## config.mk

```make
export PLATFORM = sky130hd
export DESIGN_NAME = da_sweep_ctrl_flat
export DESIGN_NICKNAME = d
export VERILOG_FILES = /design/src/rtl/da_sweep_ctrl_if.sv /design/src/rtl/da_sweep_ctrl.sv /design/src/flat_wrapper.sv
export SDC_FILE = /design/constraint.sdc
export NUM_CORES = 1
export LEC_CHECK = 0
export CAP_MARGIN = 20
export CORE_MARGIN = 5
export CORE_UTILIZATION = 31
export DETAILED_ROUTE_END_ITERATION = 8
export RECOVER_POWER = 50
export SLEW_MARGIN = 20
export SYNTH_ARGS = -nofsm -noshare
export SYNTH_HDL_FRONTEND = slang
export SYNTH_SLANG_ARGS = --single-unit
```

## constraint.sdc

```tcl
create_clock -name clk -period 5.2 [get_ports clk]
set_input_delay 1.56 -clock clk [delete_from_list [all_inputs] [get_ports clk]]
set_output_delay 1.56 -clock clk [all_outputs]
set_load 0.01 [all_outputs]
```

## src/rtl/da_sweep_ctrl_if.sv

```systemverilog
// Configuration, control and frequency-word bundle between the bus register
// decode (master) and one DDS sweep scheduler (slave).
interface da_sweep_ctrl_if #(
    parameter int FTW_W   = 32,
    parameter int DWELL_W = 16
);
    logic [FTW_W-1:0]   cfg_start_ftw;
    logic [FTW_W-1:0]   cfg_stop_ftw;
    logic [FTW_W-1:0]   cfg_step_ftw;
    logic [DWELL_W-1:0] cfg_dwell;
    logic               cfg_cont;
    logic               start;
    logic               abort;
    logic [FTW_W-1:0]   ftw;
    logic               ftw_upd;
    logic               busy;
    logic               done;
    logic               cfg_err;

    modport master (
        output cfg_start_ftw, cfg_stop_ftw, cfg_step_ftw, cfg_dwell, cfg_cont,
        output start, abort,
        input  ftw, ftw_upd, busy, done, cfg_err
    );

    modport slave (
        input  cfg_start_ftw, cfg_stop_ftw, cfg_step_ftw, cfg_dwell, cfg_cont,
        input  start, abort,
        output ftw, ftw_upd, busy, done, cfg_err
    );
endinterface

```

## src/rtl/da_sweep_ctrl.sv

```systemverilog
// Linear frequency-sweep scheduler for one DDS channel: steps the FTW from
// start to stop, holding each point for a fixed dwell, single-shot or looping.
module da_sweep_ctrl #(
    parameter int FTW_W   = 32,
    parameter int DWELL_W = 16
) (
    input  logic            clk,
    input  logic            rst_n,
    da_sweep_ctrl_if.slave  bus
);
    typedef enum logic {IDLE, RUN} state_t;

    state_t             state;
    logic [FTW_W-1:0]   sh_start;
    logic [FTW_W-1:0]   sh_stop;
    logic [FTW_W-1:0]   sh_step;
    logic [DWELL_W-1:0] sh_dwell;
    logic               sh_cont;
    logic [DWELL_W-1:0] dwell_cnt;
    logic [FTW_W-1:0]   ftw_q;
    logic               ftw_upd_q;
    logic               busy_q;
    logic               done_q;
    logic               cfg_err_q;

    logic               cfg_ok;
    logic [DWELL_W-1:0] cfg_dwell_eff;
    logic [FTW_W:0]     next_sum;
    logic               next_ok;

    assign cfg_ok        = (bus.cfg_step_ftw != '0) && (bus.cfg_start_ftw <= bus.cfg_stop_ftw);
    assign cfg_dwell_eff = (bus.cfg_dwell == '0) ? DWELL_W'(1) : bus.cfg_dwell;

    // The extra carry bit keeps the sweep from wrapping through zero near the top of the range.
    assign next_sum = {1'b0, ftw_q} + {1'b0, sh_step};
    assign next_ok  = !next_sum[FTW_W] && (next_sum[FTW_W-1:0] <= sh_stop);

    always_ff @(posedge clk or negedge rst_n) begin
        if (!rst_n) begin
            state     <= IDLE;
            sh_start  <= '0;
            sh_stop   <= '0;
            sh_step   <= '0;
            sh_dwell  <= '0;
            sh_cont   <= 1'b0;
            dwell_cnt <= '0;
            ftw_q     <= '0;
            ftw_upd_q <= 1'b0;
            busy_q    <= 1'b0;
            done_q    <= 1'b0;
            cfg_err_q <= 1'b0;
        end else begin
            ftw_upd_q <= 1'b0;
            done_q    <= 1'b0;
            cfg_err_q <= 1'b0;
            // Abort outranks everything, including validation of a coincident start.
            if (bus.abort) begin
                state  <= IDLE;
                busy_q <= 1'b0;
            end else begin
                case (state)
                    IDLE: begin
                        if (bus.start) begin
                            if (cfg_ok) begin
                                sh_start  <= bus.cfg_start_ftw;
                                sh_stop   <= bus.cfg_stop_ftw;
                                sh_step   <= bus.cfg_step_ftw;
                                sh_dwell  <= cfg_dwell_eff;
                                sh_cont   <= bus.cfg_cont;
                                dwell_cnt <= cfg_dwell_eff;
                                ftw_q     <= bus.cfg_start_ftw;
                                ftw_upd_q <= 1'b1;
                                busy_q    <= 1'b1;
                                state     <= RUN;
                            end else begin
                                cfg_err_q <= 1'b1;
                            end
                        end
                    end
                    RUN: begin
                        if (dwell_cnt <= DWELL_W'(1)) begin
                            if (next_ok) begin
                                ftw_q     <= next_sum[FTW_W-1:0];
                                ftw_upd_q <= 1'b1;
                                dwell_cnt <= sh_dwell;
                            end else if (sh_cont) begin
                                ftw_q     <= sh_start;
                                ftw_upd_q <= 1'b1;
                                dwell_cnt <= sh_dwell;
                            end else begin
                                state  <= IDLE;
                                busy_q <= 1'b0;
                                done_q <= 1'b1;
                            end
                        end else begin
                            dwell_cnt <= dwell_cnt - DWELL_W'(1);
                        end
                    end
                    default: state <= IDLE;
                endcase
            end
        end
    end

    assign bus.ftw     = ftw_q;
    assign bus.ftw_upd = ftw_upd_q;
    assign bus.busy    = busy_q;
    assign bus.done    = done_q;
    assign bus.cfg_err = cfg_err_q;
endmodule

```

## src/flat_wrapper.sv

```systemverilog
// flat-port wrapper written by rule: the top's interface ports become plain ports
module da_sweep_ctrl_flat 
#(
    parameter int FTW_W   = 32,
    parameter int DWELL_W = 16
)
  (clk, rst_n, bus_cfg_start_ftw, bus_cfg_stop_ftw, bus_cfg_step_ftw, bus_cfg_dwell, bus_cfg_cont, bus_start, bus_abort, bus_ftw, bus_ftw_upd, bus_busy, bus_done, bus_cfg_err);
  da_sweep_ctrl_if #(.FTW_W(FTW_W), .DWELL_W(DWELL_W)) bus_i ();
  input  logic clk;
  input  logic rst_n;
  input wire logic [$bits(bus_i.cfg_start_ftw)-1:0] bus_cfg_start_ftw;
  input wire logic [$bits(bus_i.cfg_stop_ftw)-1:0] bus_cfg_stop_ftw;
  input wire logic [$bits(bus_i.cfg_step_ftw)-1:0] bus_cfg_step_ftw;
  input wire logic [$bits(bus_i.cfg_dwell)-1:0] bus_cfg_dwell;
  input wire logic [$bits(bus_i.cfg_cont)-1:0] bus_cfg_cont;
  input wire logic [$bits(bus_i.start)-1:0] bus_start;
  input wire logic [$bits(bus_i.abort)-1:0] bus_abort;
  output wire logic [$bits(bus_i.ftw)-1:0] bus_ftw;
  output wire logic [$bits(bus_i.ftw_upd)-1:0] bus_ftw_upd;
  output wire logic [$bits(bus_i.busy)-1:0] bus_busy;
  output wire logic [$bits(bus_i.done)-1:0] bus_done;
  output wire logic [$bits(bus_i.cfg_err)-1:0] bus_cfg_err;
  assign bus_i.cfg_start_ftw = bus_cfg_start_ftw;
  assign bus_i.cfg_stop_ftw = bus_cfg_stop_ftw;
  assign bus_i.cfg_step_ftw = bus_cfg_step_ftw;
  assign bus_i.cfg_dwell = bus_cfg_dwell;
  assign bus_i.cfg_cont = bus_cfg_cont;
  assign bus_i.start = bus_start;
  assign bus_i.abort = bus_abort;
  assign bus_ftw = bus_i.ftw;
  assign bus_ftw_upd = bus_i.ftw_upd;
  assign bus_busy = bus_i.busy;
  assign bus_done = bus_i.done;
  assign bus_cfg_err = bus_i.cfg_err;
  da_sweep_ctrl #(.FTW_W(FTW_W), .DWELL_W(DWELL_W)) u_core (.clk(clk), .rst_n(rst_n), .bus(bus_i));
endmodule
```

==> reports/metrics.yaml <==
layout:
  drive_gt1_share_pct: 16.95
  antenna_cells: 0
  instances_no_fill: 1806
  n_fill_cell: 3414
  area_growth_pct: 30.51
  fin_nets: 1554
  multi_input_area_mm2: 0.006361
  seq_area_mm2: 0.004158
  final_area_mm2: 0.01418
sta:
  hold_violations: 0
  holdWs_ps: 484.6
  finalSetupTns_ps: 0
  worst_slew_pin_slew_ps: 2289
  fmax_ghz: 0.1985
  relSlewSlack_pct: -52.58
  skew_ps: 14.45
  period_needed_ps: 5038
  period_share_pct: 96.88
  finalMaxSlewViolations: 85
  setup_violations: 0
  fin_ws_ps: 162.0
clock_tree:
  cts_hold_buffers: 0
  clk_pin_slew_ps: 70
  numCtsBuffers: 17
  clock_latency_ps: 440
  htreeDepth: 4
  cts_tree: "done"
  clock-sinks: 166
  clockRootBuffer: "clkbuf_16"
  cts_max_path_buffers: 2
worst_setup_path:
  end_kind: "flip-flop"
  crit_arrival_ps: 5360
  startpoint_type: "flip-flop"
  crit_fanout: 12
  worstSetupPathType: "flip-flop to flip-flop"
  critPathRequiredTime_ps: 5530
global_routing:
  grt_remaining_overflow: 0
  grt_pass1_wl_um: 52140
  track_usage_pct: 16.95
  grt_pass1_vias: 9335
  antenna_found_initial: 1
  grt_max_degree: 85
synth:
  yosysTopAreaCell: "dfrtp_1"
  syn_nets: 1370
  synth_edf_count: 0
  synth_cell_type_count: 64
  synth_most_common_cell: "dfrtp_1"
  yosys-top-cells-count: "dfrtp_1, nand2_1, ha_1, nor2_1, inv_1"
  yosys_most_used_dff: "dfrtp_1"
  yosysSeqAreaShare_pct: 38.24
  syn_avg_cell_area_um2: 9.412
  synthArstFlopShare_pct: 100.0
  syn_inst: 1154
  yosys_warnings: 0
  yosys-top-cells-area: "dfrtp_1, ha_1, mux2_2, nand2_1, o21ai_0"
  yosys.area.top_type_share_pct: 38.24
  synth-seq-cells: 166
  syn_area_mm2: 0.01086
placement:
  gp_congestion: 0.8779
  dpl_cell_area_mm2: 0.01322
  placed_cells: 1763
  io_buffers: 152
  dpl.hpwl_um: 26110
  place_ws_ps: 3.390
floorplanning:
  start_util_pct: 31.44
  die_w_um: 197.2
  die-area_mm2: 0.03888
  rows: 68
  chipHeight_um: 197.2
  pin_count: 153
  core_area_mm2: 0.03454
outcome:
  violations: "max-capacitance violations, max-slew violations"
  outcome: "finished with violations"
routing:
  ant_nets: 0
  drt_iter0_drc: 591
  wire_per_inst_um: 18.89
  via_per_inst: 5.171
  drc: 0
  vias: 9339
  first_pass_iters: 5
  drt_wl_total_um: 34120
min_path:
  hold_path_class: "flip-flop to flip-flop"
pwr:
  p_per_area_mw_per_mm2: 628.6
  peakVddDrop_uv: 385.6
  leakage_nw: 6.295
run:
  maxCapViolations: 1
==> layout by cell type (no fill, tap or decap), types with 12 or more instances in the layout <==
master	synthesis	final
mux2_2	66	66
nand3_1	14	13
nand4_1	26	26
clkbuf_16	0	20
ha_1	98	94
xnor2_1	30	26
nand2_1	111	111
buf_4	6	47
a21oi_1	79	74
clkdlybuf4s50_1	0	135
nor2_1	85	84
a22o_1	13	13
dfrtp_1	166	163
inv_1	82	82
nor3_1	15	15
a21o_1	34	34
o21ai_0	80	72
mux2i_1	30	28
dlygate4sd3_1	0	16
nor4_1	20	18
o21ai_1	5	12
a211oi_2	16	20
==> power breakdown <==
part           internal [mW]  switching, mW  leakage [nW]
Clock                  0.770          0.593         0.298
Sequential              1.70          0.341          2.02
Combinational           2.56           2.95          3.98
Total                   5.03           3.88          6.30
==> cell type report <==
type | count | area share, %
timing repair buffer | 216 | 15.23
inverter | 83 | 2.198
tap | 455 | 4.016
clock inverter | 15 | 1.350
multi-input combinational | 854 | 44.87
clock buffer | 17 | 3.001
sequential | 166 | 29.33
==> flip-flops by register name, indices dropped and copies added (netlist names) <==
name	cells
u_core.bus.done	1
u_core.bus.ftw_upd	1
u_core.bus.cfg_err	1
u_core.dwell_cnt	16
u_core.bus.busy	1
u_core.state	1
u_core.sh_step	32
u_core.sh_start	32
u_core.bus.ftw	32
u_core.sh_cont	1
u_core.sh_stop	32
u_core.sh_dwell	16
==> metrics by stage <==
| step | total power [mW] | util [%] |
|---|---|---|
| after detailed placement | 7.096 | 38.26 |
| after global placement | 7.025 | 38.26 |
| after floorplan | 5.242 | - |
| after CTS | 8.522 | 40.06 |
| after global routing | 9.557 | 41.04 |
| final | 8.910 | 41.04 |
==> kinds of logic (layout without fill, tap and decap cells) <==
group / Yosys count / in the layout / share of synthesized area (%)
simple gates: 311 / 311 / 13.19
compound gates: 307 / 308 / 18.98
flops: 166 / 166 / 38.24
buf+inv: 135 / 331 / 5.276
fa+ha+maj: 99 / 99 / 11.47
mux: 96 / 96 / 9.607
xor+xnor: 40 / 40 / 3.225
==> timing repair <==
item,CTS,global route
setup buffers,0,7
pin swaps,0,20
endpoints found under the hold margin,0,0
setup endpoints to repair,6,50
cloned,0,4
gates resized for setup,1,50
==> final timing paths <==
| kind | slack, ps | cells past startpoint | from | to |
|---|---|---|---|---|
| max | 160 | 20 | u_core.bus.ftw[5] | u_core.bus.ftw[3] |
| max reg2reg | 160 | 20 | u_core.bus.ftw[5] | u_core.bus.ftw[3] |
| min reg2reg | 480 | 2 | u_core.sh_start[21] | u_core.sh_start[21] |
| min | 480 | 2 | u_core.sh_start[21] | u_core.sh_start[21] |
| min in group asynchronous | 1780 | 1 | rst_n | u_core.dwell_cnt[2] |
| max in group asynchronous | 1080 | 2 | rst_n | u_core.bus.ftw[5] |
==> metal layers <==
layer	vias up	part of all wire (%)	GRT usage, %	wire, um
met4	2	2.1	4.520	724
met3	47	6.3	3.838	2152
met1	4492	46	23.63	15700
met5	-	0.035	0	12
met2	281	46	26.63	15540
li1	4517	-	-	-
==> worst max-delay path, stage by stage, from the launching register on <==
cell and delay [ps]:
dfrtp_2 440, ha_2 330, a21o_1 200, or3_1 310, o21a_2 260, a21o_1 210
nand2_1 80, nor4bb_2 320, xnor2_1 230, ha_1 330, nand4_1 180, nor3_1 80
a221o_1 320, o31a_1 290, a311oi_2 240, buf_4 150, and3_2 230, buf_12 170
mux2i_1 260, a211oi_2 100, a21o_1 180
Note: power is estimated with default switching activity, not from simulation.
